<file path="src/rtl/cpu_types_pkg.sv">
// ---------------------------------------------------------------------------
// cpu_types_pkg
//   Shared types and constants for the pipelined core's control logic.
//   - hazard_state_t : state of the hazard controller's halt sequencer
//   - LAT_*          : index of each pipeline latch in the latch_en /
//                      latch_flush vectors (latch i sits between stage i
//                      and stage i+1)
//   - src_match()    : one operand of a load-use comparison
//   Configuration macro: none (the HAZARD_PERF_EN option lives in the
//   hazard controller itself).
// ---------------------------------------------------------------------------
package cpu_types_pkg;

  typedef enum logic [1:0] {
    RUN    = 2'd0,
    DRAIN  = 2'd1,
    HALTED = 2'd2
  } hazard_state_t;

  localparam int LAT_IFID  = 0;
  localparam int LAT_IDEX  = 1;
  localparam int LAT_EXMEM = 2;
  localparam int LAT_MEMWB = 3;

  localparam int REG_ADDR_W = 5;

  // True when an ID-stage source operand is actually read and names the
  // register the EX-stage load is about to write.
  function automatic logic src_match(
    input logic                  use_src,
    input logic [REG_ADDR_W-1:0] src,
    input logic [REG_ADDR_W-1:0] rd
  );
    return use_src && (src == rd);
  endfunction

endpackage

</file>
<file path="src/rtl/hazard_perf_counters.sv">
// ---------------------------------------------------------------------------
// hazard_perf_counters
//   Three free-running 32-bit event counters for the hazard controller.
//   Each counter advances by one on every clock where its increment strobe
//   is high and wraps naturally at 2^32. Cleared by the asynchronous reset.
//   The whole module only exists when HAZARD_PERF_EN is defined, so the
//   default build carries no unused top-level module.
// Ports
//   CLK             in   clock, rising edge
//   RST             in   asynchronous active-high reset
//   stall_inc       in   count one memory-stall cycle
//   bubble_inc      in   count one inserted bubble (load-use or imem miss)
//   flush_inc       in   count one taken-branch flush
//   perf_stall_cyc  out  memory-stall cycle count
//   perf_bubble_cnt out  bubble count
//   perf_flush_cnt  out  branch flush count
// Configuration macro: HAZARD_PERF_EN
// ---------------------------------------------------------------------------
`ifdef HAZARD_PERF_EN
module hazard_perf_counters (
  input  logic        CLK,
  input  logic        RST,
  input  logic        stall_inc,
  input  logic        bubble_inc,
  input  logic        flush_inc,
  output logic [31:0] perf_stall_cyc,
  output logic [31:0] perf_bubble_cnt,
  output logic [31:0] perf_flush_cnt
);

  logic [2:0]  inc;
  logic [31:0] cnt_reg [3];

  assign inc = {flush_inc, bubble_inc, stall_inc};

  for (genvar gi = 0; gi < 3; gi++) begin : g_cnt
    always_ff @(posedge CLK or posedge RST) begin
      if (RST) begin
        cnt_reg[gi] <= '0;
      end else if (inc[gi]) begin
        cnt_reg[gi] <= cnt_reg[gi] + 32'd1;
      end
    end
  end

  assign perf_stall_cyc  = cnt_reg[0];
  assign perf_bubble_cnt = cnt_reg[1];
  assign perf_flush_cnt  = cnt_reg[2];

endmodule
`endif

</file>
<file path="src/rtl/pipeline_hazard_ctrl.sv">
// ---------------------------------------------------------------------------
// pipeline_hazard_ctrl
//   Central stall/flush controller for the pipelined core. Drives the PC
//   load enable and a write-enable / clear-to-NOP pair for every pipeline
//   latch. Handles, in priority order: data-memory stall (full freeze),
//   taken branch (flush younger latches), load-use interlock (hold IF/ID,
//   bubble into EX) and instruction-memory miss (bubble into ID). A small
//   sequencer drains and then parks the pipe on a halt instruction, and a
//   watchdog flags a data-memory stall that lasts 2^WDOG_W-1 cycles.
// Parameters
//   NUM_STAGES  pipeline depth, 4..8 (latches = NUM_STAGES-1)
//   BR_STAGE    stage resolving branches, 1..NUM_STAGES-2
//   WDOG_W      width of the consecutive-stall counter
// Ports
//   CLK, RST          clock (rising edge), asynchronous active-high reset
//   ihit              imem returned an instruction this cycle
//   dhit              dmem completed the MEM-stage access
//   dmemREN, dmemWEN  MEM-stage load / store request
//   halt              halt instruction in WB
//   ex_memread, ex_rd EX-stage load flag and destination register
//   id_rs, id_rt      ID-stage source registers
//   id_use_rs/_rt     ID instruction actually reads rs / rt
//   br_taken          redirect resolved in BR_STAGE
//   pc_en             PC load enable
//   latch_en          per-latch write enable
//   latch_flush       per-latch clear to NOP (meaningful only with latch_en)
//   halted            registered, sticky until reset
//   wdog_trip         registered, sticky stall-watchdog flag
//   perf_*            event counters (only with HAZARD_PERF_EN)
// Configuration macro: HAZARD_PERF_EN adds perf_stall_cyc, perf_bubble_cnt
//   and perf_flush_cnt; without it those ports and counters are absent.
// ---------------------------------------------------------------------------
module pipeline_hazard_ctrl
  import cpu_types_pkg::*;
#(
  parameter int NUM_STAGES = 5,
  parameter int BR_STAGE   = 2,
  parameter int WDOG_W     = 8
) (
  input  logic                  CLK,
  input  logic                  RST,
  input  logic                  ihit,
  input  logic                  dhit,
  input  logic                  dmemREN,
  input  logic                  dmemWEN,
  input  logic                  halt,
  input  logic                  ex_memread,
  input  logic [4:0]            ex_rd,
  input  logic [4:0]            id_rs,
  input  logic [4:0]            id_rt,
  input  logic                  id_use_rs,
  input  logic                  id_use_rt,
  input  logic                  br_taken,
  output logic                  pc_en,
  output logic [NUM_STAGES-2:0] latch_en,
  output logic [NUM_STAGES-2:0] latch_flush,
  output logic                  halted,
  output logic                  wdog_trip
`ifdef HAZARD_PERF_EN
  ,
  output logic [31:0]           perf_stall_cyc,
  output logic [31:0]           perf_bubble_cnt,
  output logic [31:0]           perf_flush_cnt
`endif
);

  localparam int NUM_LATCH = NUM_STAGES - 1;
  localparam logic [WDOG_W-1:0] WDOG_MAX = '1;

  // -------------------------------------------------------------------------
  // Hazard detection
  // -------------------------------------------------------------------------
  logic mem_req;
  logic mstall;
  logic lduse;

  assign mem_req = dmemREN | dmemWEN;
  assign mstall  = mem_req & ~dhit;

  // r0 is hard-wired zero, so a load targeting it never creates a hazard.
  assign lduse = ex_memread && (ex_rd != '0) &&
                 (src_match(id_use_rs, id_rs, ex_rd) ||
                  src_match(id_use_rt, id_rt, ex_rd));

  // -------------------------------------------------------------------------
  // Per-latch masks for each hazard response
  // -------------------------------------------------------------------------
  logic [NUM_LATCH-1:0] br_flush_mask;     // latches feeding stages <= BR_STAGE
  logic [NUM_LATCH-1:0] lduse_en_mask;     // everything but IF/ID advances
  logic [NUM_LATCH-1:0] lduse_flush_mask;  // bubble enters EX
  logic [NUM_LATCH-1:0] imiss_flush_mask;  // bubble enters ID

  for (genvar gi = 0; gi < NUM_LATCH; gi++) begin : g_mask
    // Latch gi feeds stage gi+1; the instructions younger than the branch
    // sit in stages 0..BR_STAGE-1 and land in latches 0..BR_STAGE-1.
    assign br_flush_mask[gi]    = (gi < BR_STAGE);
    assign lduse_en_mask[gi]    = (gi != LAT_IFID);
    assign lduse_flush_mask[gi] = (gi == LAT_IDEX);
    assign imiss_flush_mask[gi] = (gi == LAT_IFID);
  end

  // -------------------------------------------------------------------------
  // Halt sequencer state and watchdog registers
  // -------------------------------------------------------------------------
  hazard_state_t     state_reg;
  logic              halted_reg;
  logic [WDOG_W-1:0] wdog_cnt_reg;
  logic [WDOG_W-1:0] wdog_cnt_next;
  logic              wdog_trip_reg;

  // -------------------------------------------------------------------------
  // Stall / flush outputs. Outside RUN the pipe is completely frozen.
  // -------------------------------------------------------------------------
  always_comb begin
    pc_en       = 1'b0;
    latch_en    = '0;
    latch_flush = '0;
    if (state_reg == RUN) begin
      if (mstall) begin
        // Full freeze: nothing moves until memory answers.
        pc_en       = 1'b0;
        latch_en    = '0;
        latch_flush = '0;
      end else if (br_taken) begin
        // Branch beats load-use: the stalled ID instruction is squashed.
        pc_en       = 1'b1;
        latch_en    = '1;
        latch_flush = br_flush_mask;
      end else if (lduse) begin
        pc_en       = 1'b0;
        latch_en    = lduse_en_mask;
        latch_flush = lduse_flush_mask;
      end else if (!ihit) begin
        pc_en       = 1'b0;
        latch_en    = '1;
        latch_flush = imiss_flush_mask;
      end else begin
        pc_en       = 1'b1;
        latch_en    = '1;
        latch_flush = '0;
      end
    end
  end

  // -------------------------------------------------------------------------
  // Halt FSM: RUN -> DRAIN once the halt sees no memory stall, DRAIN ->
  // HALTED once any outstanding dmem access completes; HALTED is final.
  // -------------------------------------------------------------------------
  always_ff @(posedge CLK or posedge RST) begin
    if (RST) begin
      state_reg  <= RUN;
      halted_reg <= 1'b0;
    end else begin
      case (state_reg)
        RUN: begin
          if (halt && !mstall) begin
            state_reg <= DRAIN;
          end
        end
        DRAIN: begin
          if (!mem_req || dhit) begin
            state_reg  <= HALTED;
            halted_reg <= 1'b1;
          end
        end
        HALTED: begin
          halted_reg <= 1'b1;
        end
        default: begin
          state_reg <= RUN;
        end
      endcase
    end
  end

  assign halted = halted_reg;

  // -------------------------------------------------------------------------
  // Watchdog: counts consecutive stall cycles, saturates at all-ones and
  // latches a sticky trip flag. Purely observational.
  // -------------------------------------------------------------------------
  always_comb begin
    wdog_cnt_next = '0;
    if (mstall) begin
      wdog_cnt_next = (wdog_cnt_reg == WDOG_MAX) ? wdog_cnt_reg
                                                 : wdog_cnt_reg + 1'b1;
    end
  end

  always_ff @(posedge CLK or posedge RST) begin
    if (RST) begin
      wdog_cnt_reg  <= '0;
      wdog_trip_reg <= 1'b0;
    end else begin
      wdog_cnt_reg  <= wdog_cnt_next;
      wdog_trip_reg <= wdog_trip_reg | (wdog_cnt_next == WDOG_MAX);
    end
  end

  assign wdog_trip = wdog_trip_reg;

  // -------------------------------------------------------------------------
  // Optional performance counters
  // -------------------------------------------------------------------------
`ifdef HAZARD_PERF_EN
  logic stall_inc;
  logic bubble_inc;
  logic flush_inc;

  // Only events that actually shape the pipe are counted: a bubble or a
  // flush hidden behind a memory freeze does not happen that cycle.
  assign stall_inc  = mstall && (state_reg != HALTED);
  assign bubble_inc = (state_reg == RUN) && !mstall && !br_taken &&
                      (lduse || !ihit);
  assign flush_inc  = (state_reg == RUN) && !mstall && br_taken;

  hazard_perf_counters u_perf (
    .CLK             (CLK),
    .RST             (RST),
    .stall_inc       (stall_inc),
    .bubble_inc      (bubble_inc),
    .flush_inc       (flush_inc),
    .perf_stall_cyc  (perf_stall_cyc),
    .perf_bubble_cnt (perf_bubble_cnt),
    .perf_flush_cnt  (perf_flush_cnt)
  );
`endif

endmodule

</file>
<file path="config.mk">
export PLATFORM = sky130hd
export DESIGN_NAME = pipeline_hazard_ctrl
export DESIGN_NICKNAME = d
export VERILOG_FILES = /design/src/rtl/cpu_types_pkg.sv /design/src/rtl/hazard_perf_counters.sv /design/src/rtl/pipeline_hazard_ctrl.sv
export SDC_FILE = /design/constraint.sdc
export NUM_CORES = 1
export LEC_CHECK = 0
export CAP_MARGIN = 20
export CORE_AREA = 2 2 53 55
export DETAILED_ROUTE_END_ITERATION = 16
export DIE_AREA = 0 0 55 57
export PLACE_DENSITY_LB_ADDON = 0.08
export REMOVE_ABC_BUFFERS = 1
export SLEW_MARGIN = 15
export SYNTH_ARGS = -nofsm -noshare
export SYNTH_HDL_FRONTEND = slang
export SYNTH_SLANG_ARGS = --single-unit
</file>
<file path="constraint.sdc">
create_clock -name CLK -period 2.1 [get_ports CLK]
set_clock_uncertainty 0.05 [all_clocks]
set_input_delay 0.525 -clock CLK [delete_from_list [all_inputs] [get_ports CLK]]
set_output_delay 0.525 -clock CLK [all_outputs]
set_load 0.005 [all_outputs]
</file>
==> metrics <==
largest net degree at the start of global routing 13; Crit. End Element output pin; Core Box Area 0.002615 mm²; synthesized flop and latch total 12; mux contribution to synthesized area 0.02381; final wirelength 2265 µm; r2r worst-path depth 5; slowest CP cell or4_4; R2R Path End wdog_trip; Die H 57 µm; Core Rows 19; initial antenna violation count 0; Cells after Synth 94; Synth top area share 0.3571; register area share after synthesis 0.3571; WL/cell 13.17 µm; DR pass1 iterations 4; DR vias/cell 5.093; # clock sinks 12; Final #Nets 169; Pwr Total 0.7585 mW; endpoints failing setup 4; Placed Area 0.001279 mm²; first-pass GRT wire length 3822 µm; post-route insts no fill 172; status finished with violations; EDFF count, synth 0; Post-synth ARST share 1.000; Initial Util 0.3215; Setup Crit Path Kind in -> out; Hold Path Depth 1; dpl ws -0.8562 ns; Mean Syn Cell Area 8.945 µm²; beginning of the critical path ex_rd[2]; Final Critical Period 2.254 ns; vias 876; max incr delay on CP 0.54 ns; placed insts 167; # IOs 37; Crit path buffers/inverters 2; Worst EP required 1.52 ns; Synth Area in XOR/XNOR 0.1250; crit-path max FO 2; Final WS setup -0.1536 ns; layout cell share with drive strength beyond 1 0.2766; P_leak 0.5980 nW; Max Root-Sink Buffers 2; main combinational cell family by area after synthesis simple AND/OR/NAND/NOR gates; Synth area leaders dfrtp_1, xnor2_1, a21oi_1; Data arrival, critical path 1.68 ns; reg-to-reg critical path startpoint wdog_cnt_reg[0]; number of flip-flops in the largest register 8; RSZ-0062 raised after global routing yes; failing checks negative setup slack; yosys warns 0; vias in the first global route 883; crit-path cells buf_6 > or4_4 > o21ai_4 > nor4_2 > a22o_1 > buf_2; htree depth 1; cell area after layout 0.001331 mm²; Final Cycle Share 1.073; filler cell count 259; Die Width 55 µm; die area 0.003135 mm²; hold_sp halted; initial drt markers 18; Most used DFF post-synth dfrtp_1; post-synthesis cell type count 37; complex-gate fraction of the synthesized area 0.1949; largest delay contributor family on the critical path simple AND/OR/NAND/NOR gates; worst-skew pair later-pin latency 0.28 ns; Pwr per Cell Area 569.7 mW/mm²; # DRC 0; Synth Area in Adders 0.01488; final hold viol count 0; Setup crit start kind input pin; Mapped Area 840.8 µm²; VDD IR-drop max 399.1 µV; cell taking the most area after synthesis dfrtp_1; Pins Over Slew Limit 0; total CTS buffers 3; worst hold endpoint halted; ANT cells 0; Fmax 443.7 MHz; clk slew on worst S/H paths 0.07 ns; Detailed Place HPWL 1821 µm; max cap viols 0; number of cells on the critical path 6; global route total overflow 0; synthesis-to-finish area growth 58.33%; CTS tree built; Final ANT Viol Nets 0; PortBufs 34; Total Routing Usage GR 0.1629; clock root cell clkbuf_4; Final Wtd Congestion 0.7896; Synth Area in Simple Gates 0.2247; reg2reg setup slack 0.30 ns; Min-Delay Path Class reg -> reg
worst max-delay path by stage:
stage	to	slack, ns
after floorplan	latch_flush[0]	-0.11
after global placement	latch_flush[0]	-0.83
after detailed placement	latch_en[0]	-0.86
after CTS	latch_flush[1]	-0.19
after global routing	latch_flush[1]	-0.19
final	latch_flush[1]	-0.15
layout make-up:
class,count,area [µm²],area share
multi-input combinational,75,539.3,0.4051
timing repair buffer,47,405.4,0.3045
sequential,12,300.3,0.2256
tap,31,38.79,0.02914
clock buffer,4,36.28,0.02726
inverter,3,11.26,0.008459
through the flow:
stage | util | hold WS (ns) | TNS, ns
final | 0.5091 | 0.4195 | -0.4207
after global routing | 0.5091 | 0.4542 | -0.5954
after CTS | 0.5043 | 0.4207 | -0.5654
after detailed placement | 0.4890 | 0.4031 | -5.243
after global placement | 0.4890 | 0.4023 | -5.039
after floorplan | - | 0.3397 | -0.2499
logic make-up after synthesis:
group                      Yosys count
xor gates and xnor gates            12
other                                1
adders and majority gates            1
muxes                                2
AOI/OAI and AO/OA                   26
and+or+nand+nor                     32
buffers and inverters                8
DFF                                 12
cells in the mapped netlist, types with 2 or more instances:
| library cell | instances |
|---|---|
| o21ai_0 | 5 |
| inv_1 | 3 |
| nand3_1 | 2 |
| nor2_1 | 3 |
| nand2_1 | 7 |
| nand4_1 | 4 |
| xnor2_1 | 12 |
| buf_4 | 4 |
| dfrtp_1 | 12 |
| nor3_1 | 2 |
| and3_1 | 2 |
| mux2i_1 | 2 |
| nor4_1 | 3 |
| a21oi_1 | 7 |
| a31oi_1 | 4 |
layer usage:
metal | part of all wire | global-route usage | vias to the layer above
met3 | 0.055 | 0.01832 | 2
met4 | 0.0097 | 0.05226 | 0
li1 | - | - | 437
met2 | 0.49 | 0.2738 | 29
met5 | 0 | 0 | -
met1 | 0.44 | 0.2140 | 408
layout by cell type (no fill, tap or decap), drive strengths merged, types with 2 or more instances in the layout:
cell           count
buf               24
dlygate4sd2       13
dfrtp             12
xnor2             12
clkdlybuf4s50      9
nand2              8
a21oi              7
o21ai              7
nand4              4
a31oi              4
clkbuf             4
inv                3
nor2               3
nor4               3
mux2i              2
and3               2
nand3              2
conb               2
and4               2
nor3               2
power breakdown:
group	switching, mW	internal (mW)	total, mW	leakage [nW]
Clock	0.0776	0.105	0.183	0.0210
Sequential	0.0259	0.249	0.275	0.158
Combinational	0.116	0.185	0.300	0.419
timing repair:
| item | CTS | global route |
|---|---|---|
| buffers inserted | 1 | 0 |
| gates resized for setup | 70 | 3 |
| hold buffers | 0 | 0 |
| setup endpoints to repair | 7 | 7 |
| pin swaps | 21 | 10 |
Note: power is estimated with default switching activity, not from simulation.
